File: src/rtl/secret_mac.sv
// Iterative shift-add multiplier with a running accumulator of product low bits.
// One operand pair per valid/ready handshake; fixed WIDTH-cycle multiply latency.
//
// state  | meaning
// IDLE   | waiting for an operand pair, in_ready high
// MUL    | one shift-add iteration per cycle, WIDTH cycles total
// DONE   | fold product low bits into x, pulse out_valid
module secret_mac #(
    parameter int WIDTH = 32,
    parameter int CNT_W = 6
) (
    input  logic             clk,
    input  logic             rst,
    input  logic             clear,
    input  logic             in_valid,
    output logic             in_ready,
    input  logic [WIDTH-1:0] a,
    input  logic [WIDTH-1:0] b,
    output logic             out_valid,
    output logic [WIDTH-1:0] x,
    output logic             busy
);

    localparam logic [1:0] S_IDLE = 2'd0;
    localparam logic [1:0] S_MUL  = 2'd1;
    localparam logic [1:0] S_DONE = 2'd2;

    localparam logic [CNT_W-1:0] CNT_LAST = CNT_W'(WIDTH - 1);
    localparam logic [CNT_W-1:0] CNT_ONE  = CNT_W'(1);

    logic [1:0]       state;
    logic [CNT_W-1:0] cnt;
    // Only the low WIDTH product bits ever reach x, and those depend only on
    // the low WIDTH bits of the shifted multiplicand, so the upper half is not kept.
    logic [WIDTH-1:0] mcand;
    logic [WIDTH-1:0] mplier;
    logic [WIDTH-1:0] prod;

    assign in_ready = (state == S_IDLE);
    assign busy     = (state != S_IDLE);

    always_ff @(posedge clk or posedge rst) begin
        if (rst) begin
            state     <= S_IDLE;
            cnt       <= '0;
            mcand     <= '0;
            mplier    <= '0;
            prod      <= '0;
            x         <= '0;
            out_valid <= 1'b0;
        end else begin
            out_valid <= 1'b0;
            if (clear) begin
                x <= '0;
            end
            case (state)
                S_IDLE: begin
                    if (in_valid) begin
                        mcand  <= a;
                        mplier <= b;
                        prod   <= '0;
                        cnt    <= '0;
                        state  <= S_MUL;
                    end
                end
                S_MUL: begin
                    if (mplier[0]) begin
                        prod <= prod + mcand;
                    end
                    mcand  <= mcand << 1;
                    mplier <= mplier >> 1;
                    cnt    <= cnt + CNT_ONE;
                    if (cnt == CNT_LAST) begin
                        state <= S_DONE;
                    end
                end
                S_DONE: begin
                    // A coincident clear zeroes x before the product is added.
                    x         <= (clear ? '0 : x) + prod;
                    out_valid <= 1'b1;
                    state     <= S_IDLE;
                end
                default: begin
                    state <= S_IDLE;
                end
            endcase
        end
    end

endmodule

File: config.mk
export PLATFORM = sky130hd
export DESIGN_NAME = secret_mac
export DESIGN_NICKNAME = d
export VERILOG_FILES = /design/src/rtl/secret_mac.sv
export SDC_FILE = /design/constraint.sdc
export NUM_CORES = 1
export LEC_CHECK = 0
export CORE_UTILIZATION = 35
export CTS_CLUSTER_SIZE = 12
export DETAILED_ROUTE_END_ITERATION = 10
export PLACE_DENSITY_LB_ADDON = 0.15
export SKIP_CTS_REPAIR_TIMING = 1
export SLEW_MARGIN = 0
export SYNTH_ARGS = -nofsm -noshare
export SYNTH_HDL_FRONTEND = slang
export SYNTH_SLANG_ARGS = --single-unit
export TNS_END_PERCENT = 20
File: constraint.sdc
create_clock -name clk -period 11.35 [get_ports clk]
set_input_delay 3.405 -clock clk [delete_from_list [all_inputs] [get_ports clk]]
set_output_delay 3.405 -clock clk [all_outputs]
set_load 0.005 [all_outputs]
# After elaboration in Yosys (flattened, before gate mapping)
# Index checks and enable logic that the tools add are counted.
[op_classes]
reduce_logical = 6
div_mod_pow = 0
bitwise_logic = 0
n_addsub = 3
multipliers = 0
n_shift = 0
eq_ne = 6
n_mux = 15
magnitude_cmp = 0
[op_table]
columns = ["cell", "count"]
rows = [
  ["$mux 32", 6],
  ["$pmux 32 s2", 3],
  ["$add 32x32->32", 2],
  ["$pmux 6 s2", 1],
  ["$add 6x1->6 const B", 1],
  ["$eq 6x5->1 const B", 1],
  ["$mux 6", 1],
  ["$ne 2x2->1 const B", 3],
  ["$mux 2", 2],
  ["$pmux 2 s2", 1],
  ["$reduce_and 2->1", 2],
  ["$reduce_bool 2->1", 2],
  ["$reduce_and 3->1", 1],
  ["$eq 2x1->1 const B", 1],
  ["$eq 2x2->1 const B", 1],
  ["$logic_not 2->1", 1],
  ["$mux 1", 1],
]
[totals]
mem_bits_ro = 0
n_memories = 0
word_cells = 37
register_bits = 137
latch_bits = 0
output_inout_bits = 35
mem_bits_rw = 0

# Logic depth before layout (Yosys ltp)
# Gate-level depths: netlist of run 1.
[depth]
word_depth = 3
ltp_mapped = 13

# Worst setup path before layout of run 1
# No wires, ideal clock.
[synth_path]
kind = "input-to-reg"
startpoint = "input clear"
endpoint = "register x[24]"
t_required_ps = 11225
setup_time_ps = 125
slack_ps = 5361
arrival_ps = 5865
cell_stages = 12
path_cell_list = "clkbuf_1 -> nor2b_1 -> fa_1 -> a211oi_2 -> o21bai_1 -> a21oi_2 -> o311ai_1 -> a31o_1 -> a41oi_2 -> and2b_1 -> xnor2_1 -> mux2_2"
[synth_via]
elab_chain_cells = 3
[synth_lines]
columns = ["item", "line_no", "text"]
rows = [
  ["start: declaration", "14", "input logic clear,"],
  ["$mux 32 (*)", "79", "x <= (clear ? '0 : x) + prod;"],
  ["$add 32x32->32", "79", ""],
  ["$mux 32 (*)", "56", "case (state)"],
  ["end signal: assignment", "79", ""],
  ["end: declaration", "20", "output logic [WIDTH-1:0] x,"],
]
# Mark *: on every way between the ends. The rest lies on a longest branch, timed or not.
# A chain may end at the register's enable or synchronous reset.

# Final worst setup path of run 1
# Same ends and word-level chain as after synthesis.

==> results.json, run 1 <==
{
  "drc": 0,
  "grt_max_degree": 79,
  "reg2reg_from": "prod[0]$_DFFE_PP0P_",
  "portBuffers": 102,
  "grt_pass1_wl_mm": 39.1,
  "numCtsBuffers": 17,
  "synth_top_cell_area_share_pct": 37.7,
  "avgSynthCellArea_um2": 8.44,
  "clkSinkCount": 137,
  "setup.worst_path.class": "input port to register",
  "root_buffer": "clkbuf_16",
  "fin_skew_ns": 0.0139,
  "nets": 1275,
  "core_area_um2": 25300,
  "vias": 7770,
  "status": "finished clean",
  "yosys-top-cells-area": "dfrtp_1 38%, ha_1 8.7%, nand2_1 7.0%",
  "tns_ns": 0,
  "ys_types": 60,
  "hp-class": "register to register",
  "finalHoldViolCount": 0,
  "p_per_area_nw_per_um2": 204,
  "slew_headroom_pct": 46.8,
  "clk_latency_ns": 0.42,
  "dieWidth_um": 163,
  "yosys.cell_count.top_type": "nand2_1",
  "dp_hpwl_mm": 16.1,
  "synth_common_cells": "170 x nand2_1, 137 x dfrtp_1, 118 x o21ai_0, 72 x a31oi_1, 63 x ha_1",
  "avgRoutedWirePerCell_um": 15.8,
  "ff2ff_path_depth": 12,
  "cp.arrival_ns": 6.78,
  "cts_tree": "done",
  "synth_flop_cell": "dfrtp_1",
  "rsz0062_at_grt": "false",
  "clkTransAtPathRegs_ns": 0.06,
  "die_h_um": 163,
  "fin_cells": 1486,
  "cap_violations": 0,
  "groute.usage.overall_pct": 18.4,
  "die_area_um2": 26600,
  "ys_warn_count": 0,
  "totalWireLength_mm": 23.4,
  "min_path_cells": 2,
  "hold_path_end": "mplier[13]$_DFFE_PP0P_",
  "io_pins": 103,
  "utilization_pct": 43.5,
  "p_leak_nw": 4.81,
  "ant_nets": 0,
  "synth.ff_latch_count": 137,
  "dr.first_iter.drc_count": 375,
  "start_util_pct": 35.9,
  "htreeDepth": 4,
  "syn_to_final_growth_pct": 21.3,
  "grt_pass1_vias": 7420,
  "report.final.slew_viol_count": 0,
  "vias_per_cell": 5.23,
  "synthesis.instances": 1076,
  "detailedRoute.firstPassIterationCount": 5,
  "netlist_area_um2": 9080,
  "yosys.area.top_type": "dfrtp_1",
  "fmax_mhz": 154,
  "required_ns": 11.66,
  "fin_crit_sh_pct": 57.1,
  "worst_slew_pin_slew_ns": 0.796,
  "setup_viol": 0,
  "hp-start": "mplier[13]$_DFFE_PP0P_",
  "synth_edf_count": 0,
  "antenna_found_initial": 3,
  "drive_gt1_share_pct": 5.54,
  "rows": 58,
  "ir_drop_v": 0.0000962,
  "ys_seq_area_share_pct": 37.7,
  "ff2ff_setup_slack_ns": 8.05,
  "synth_nets": 1209,
  "r2r-end": "prod[24]$_DFFE_PP0P_",
  "post-place-cells": 1453,
  "cts.path.max_buffers": 2,
  "period_minus_slack_ns": 6.48,
  "hold_slack_ns": 0.469,
  "gp_congestion": 0.846,
  "crit_path_max_fanout": 32,
  "start_kind": "input port",
  "async_reset_ff_share_pct": 100,
  "grt_overflow_total": 0,
  "cp-end-kind": "register"
}
==> final cells by class <==
cell class              count  area (um^2)
diodes                      1         2.50
clock inverters            13          214
flip-flops and latches    137         3430
fillers                  2548        14300
repair buffers            111         1080
multi-input cells         857         5360
inverters                  18         72.6
well taps                 330          413
clock buffers              19          443
==> cells by family after synthesis <==
logic type / after synthesis / share of synthesized area [%]
AND/OR/NAND/NOR: 369 / 19.6
AO/OA/AOI/OAI: 363 / 24.2
flip-flops: 137 / 37.7
buffers and inverters: 82 / 3.42
adder cells (fa/ha/maj): 65 / 9.12
XOR/XNOR: 51 / 4.92
multiplexers: 9 / 1.05
==> routing by layer <==
metal / wire [um] / track usage [%] / up-vias
li1: - / - / 3981
met1: 12200 / 26.5 / 3635
met2: 9930 / 27.7 / 134
met3: 1080 / 4.42 / 16
met4: 171 / 4.04 / 4
met5: 25 / 0 / -
==> sequential cells by signal (all words and copies together) (netlist names) <==
register	flops
cnt	6
mcand	32
mplier	32
out_valid	1
prod	32
state	2
x	32
==> how the worst max path moves through the flow <==
| stage | start | to | slack, ns | cells past startpoint |
|---|---|---|---|---|
| floorplan | rst | cnt[0]$_DFFE_PP0P_ | 4.28 | 1 |
| global placement | clear | x[24]$_DFF_PP0_ | 4.44 | 14 |
| detailed placement | clear | x[24]$_DFF_PP0_ | 4.43 | 14 |
| CTS | clear | x[26]$_DFF_PP0_ | 4.86 | 14 |
| global route | clear | x[26]$_DFF_PP0_ | 4.53 | 14 |
| finish | clear | x[24]$_DFF_PP0_ | 4.87 | 14 |
==> placed cells by master (no fill, tap or decap), types with 4 or more instances in the layout <==
cell	synthesis	layout
nand2_1	170	170
mux2_2	4	4
bufinv_16	0	5
clkbuf_16	0	17
o21ai_1	31	31
inv_6	0	4
a211o_1	4	4
o21ai_0	118	118
nor3b_1	4	4
a21o_1	21	21
mux2i_1	5	5
nand4_1	10	10
xnor2_1	31	31
nand3_1	20	20
dfrtp_1	137	136
clkdlybuf4s50_1	0	101
xor2_1	20	20
nor2b_1	38	38
nor2_1	34	34
nor3_1	9	9
and2_1	62	62
a31oi_1	72	72
buf_4	0	9
o21bai_1	9	8
nand2b_1	6	6
a211oi_1	8	8
and3_1	5	5
o21a_1	5	5
o31ai_1	7	7
ha_1	63	63
a21oi_1	52	52
inv_1	14	13
==> power breakdown <==
part	internal [W]	switching [W]
clock network	0.000398	0.000222
logic	0.000369	0.000509
registers	0.000625	0.000127
total	0.00139	0.000858
==> critical path, stage by stage <==
cell and delay (ns):
clkdlybuf4s50_1 0.46, buf_4 0.33, nor2b_1 0.11, ha_1 0.23
fa_1 0.43, a211oi_2 0.25, o21bai_1 0.13, a21oi_2 0.30
o311ai_1 0.15, a31o_1 0.26, a41oi_2 0.24, and2b_1 0.17
xnor2_1 0.06, mux2_2 0.26
==> metrics by stage <==
stage          setup WS, ns  total power (W)  cell area [um^2]
2_1_floorplan          4.28          0.00141              9080
3_3_place_gp           4.44          0.00163             10400
3_5_place_dp           4.43          0.00163             10400
4_1_cts                4.86          0.00227             11000
5_1_grt                4.53          0.00243             11000
6_report               4.87          0.00225             11000
Power figures use the tool's default switching activity.
==> run 2, diff against run 1 <==
clock period = 5.7 ns   (was 11.35 ns; I/O delays follow)
==> run 2 against run 1 <==
Against the previous run:
- via count grew 0.28%
- flip-flop and latch count did not move
- cell count about the same
- count of clock-buffer cells in the layout unchanged
- non-clock buffer count stayed put
- largest cell class unchanged
- highest routed layer unchanged
==> results.json, run 2 (synthesis gave the netlist of run 1 again) <==
{
  "finalHoldViolCount": 0,
  "clkTransAtPathRegs_ns": 0.06,
  "numCtsBuffers": 17,
  "clk_latency_ns": 0.42,
  "gp_congestion": 0.850,
  "avgRoutedWirePerCell_um": 15.8,
  "cts.path.max_buffers": 2,
  "start_kind": "input port",
  "portBuffers": 102,
  "rsz0062_at_grt": "false",
  "period_minus_slack_ns": 4.78,
  "crit_path_max_fanout": 11,
  "vias": 7792,
  "ir_drop_v": 0.000182,
  "drive_gt1_share_pct": 5.46,
  "dr.first_iter.drc_count": 415,
  "die_h_um": 163,
  "cp-end-kind": "register",
  "grt_max_degree": 99,
  "fin_crit_sh_pct": 83.9,
  "groute.usage.overall_pct": 18.6,
  "n_fill_cell": 2550,
  "io_pins": 103,
  "p_per_area_nw_per_um2": 397,
  "totalWireLength_mm": 23.5,
  "cap_violations": 0,
  "cp.arrival_ns": 5.08,
  "tns_ns": 0,
  "root_buffer": "clkbuf_16",
  "final_cell_mix": "170 x nand2_1, 136 x dfrtp_1, 118 x o21ai_0",
  "setup.worst_path.class": "input port to register",
  "setup_viol": 0,
  "syn_to_final_growth_pct": 20.5,
  "detailedRoute.firstPassIterationCount": 4,
  "start_util_pct": 35.9,
  "p_leak_nw": 4.78,
  "status": "finished clean",
  "regArea_um2": 3430,
  "dp_hpwl_mm": 16.4,
  "design_area_um2": 10900,
  "drc": 0,
  "antenna_found_initial": 3,
  "worst_slew_pin_slew_ns": 1.08,
  "core_area_um2": 25300,
  "required_ns": 6.00,
  "die_area_um2": 26600,
  "fmax_mhz": 209,
  "nets": 1275,
  "hp-class": "register to register",
  "rows": 58,
  "grt_pass1_wl_mm": 39.4,
  "report.final.slew_viol_count": 0,
  "dieWidth_um": 163,
  "final_common_cell": "nand2_1",
  "grt_pass1_vias": 7625,
  "htreeDepth": 4,
  "place_area_um2": 10400,
  "slew_headroom_pct": 27.9,
  "vias_per_cell": 5.25,
  "clkSinkCount": 137,
  "multiInputGateArea_um2": 5360,
  "grt_overflow_total": 0,
  "ant_nets": 0,
  "cts_tree": "done",
  "fin_skew_ns": 0.0122
}
run 2: cell type report:
cell class,instances,share of cell area [%]
multi-input combinational,857,49.0
sequential,137,31.3
timing repair buffer,111,9.90
clock buffer,19,4.05
tap,330,3.77
clock inverter,12,1.29
inverter,18,0.663
antenna,1,0.0229
run 2: per-stage QoR:
step                      worst slack, ns  utilization [%]  hold WS (ns)  total power (W)  std cells
after floorplan                     0.322                -         0.442          0.00280       1076
after global placement              0.502             40.9         0.453          0.00323       1453
after detailed placement            0.439             40.9         0.462          0.00325       1453
after CTS                           0.883             43.2         0.476          0.00438       1484
after global routing                0.667             43.2         0.490          0.00469       1484
final                               0.918             43.2         0.470          0.00435       1485
run 2: path summary, 6_finish.rpt:
check	cells past startpoint	slack, ns	to	start
max in group asynchronous	3	2.95	prod[11]$_DFFE_PP0P_	rst
min in group asynchronous	2	1.86	mplier[24]$_DFFE_PP0P_	rst
worst max-delay path	13	0.92	x[24]$_DFF_PP0_	clear
worst max register to register	12	2.40	prod[24]$_DFFE_PP0P_	prod[0]$_DFFE_PP0P_
worst min-delay path	2	0.47	mplier[13]$_DFFE_PP0P_	mplier[13]$_DFFE_PP0P_
worst min register to register	2	0.47	mplier[13]$_DFFE_PP0P_	mplier[13]$_DFFE_PP0P_
run 2: report_power, final:
part / leakage, nW / switching [W] / internal [W]
sequential: 1.83 / 0.000255 / 0.00124
combinational: 2.67 / 0.00101 / 0.000732
clock: 0.281 / 0.000450 / 0.000660
run 2: critical path, stage by stage:
cell and delay (ns):
clkdlybuf4s50_1 0.72, nor2b_1 0.12, ha_1 0.24, fa_1 0.44, a211oi_2 0.26, o21bai_1 0.14
a21oi_2 0.30, o311ai_1 0.16, a31o_1 0.26, a41oi_2 0.24, and2b_1 0.16, xnor2_1 0.06
mux2_2 0.26
run 2: routing by layer:
metal / vias up / part of all wire, % / GRT usage [%]
li1: 3984 / - / -
met1: 3639 / 51 / 26.6
met2: 147 / 43 / 28.0
met3: 20 / 4.7 / 4.04
met4: 2 / 0.98 / 5.10
met5: - / 0.055 / 0
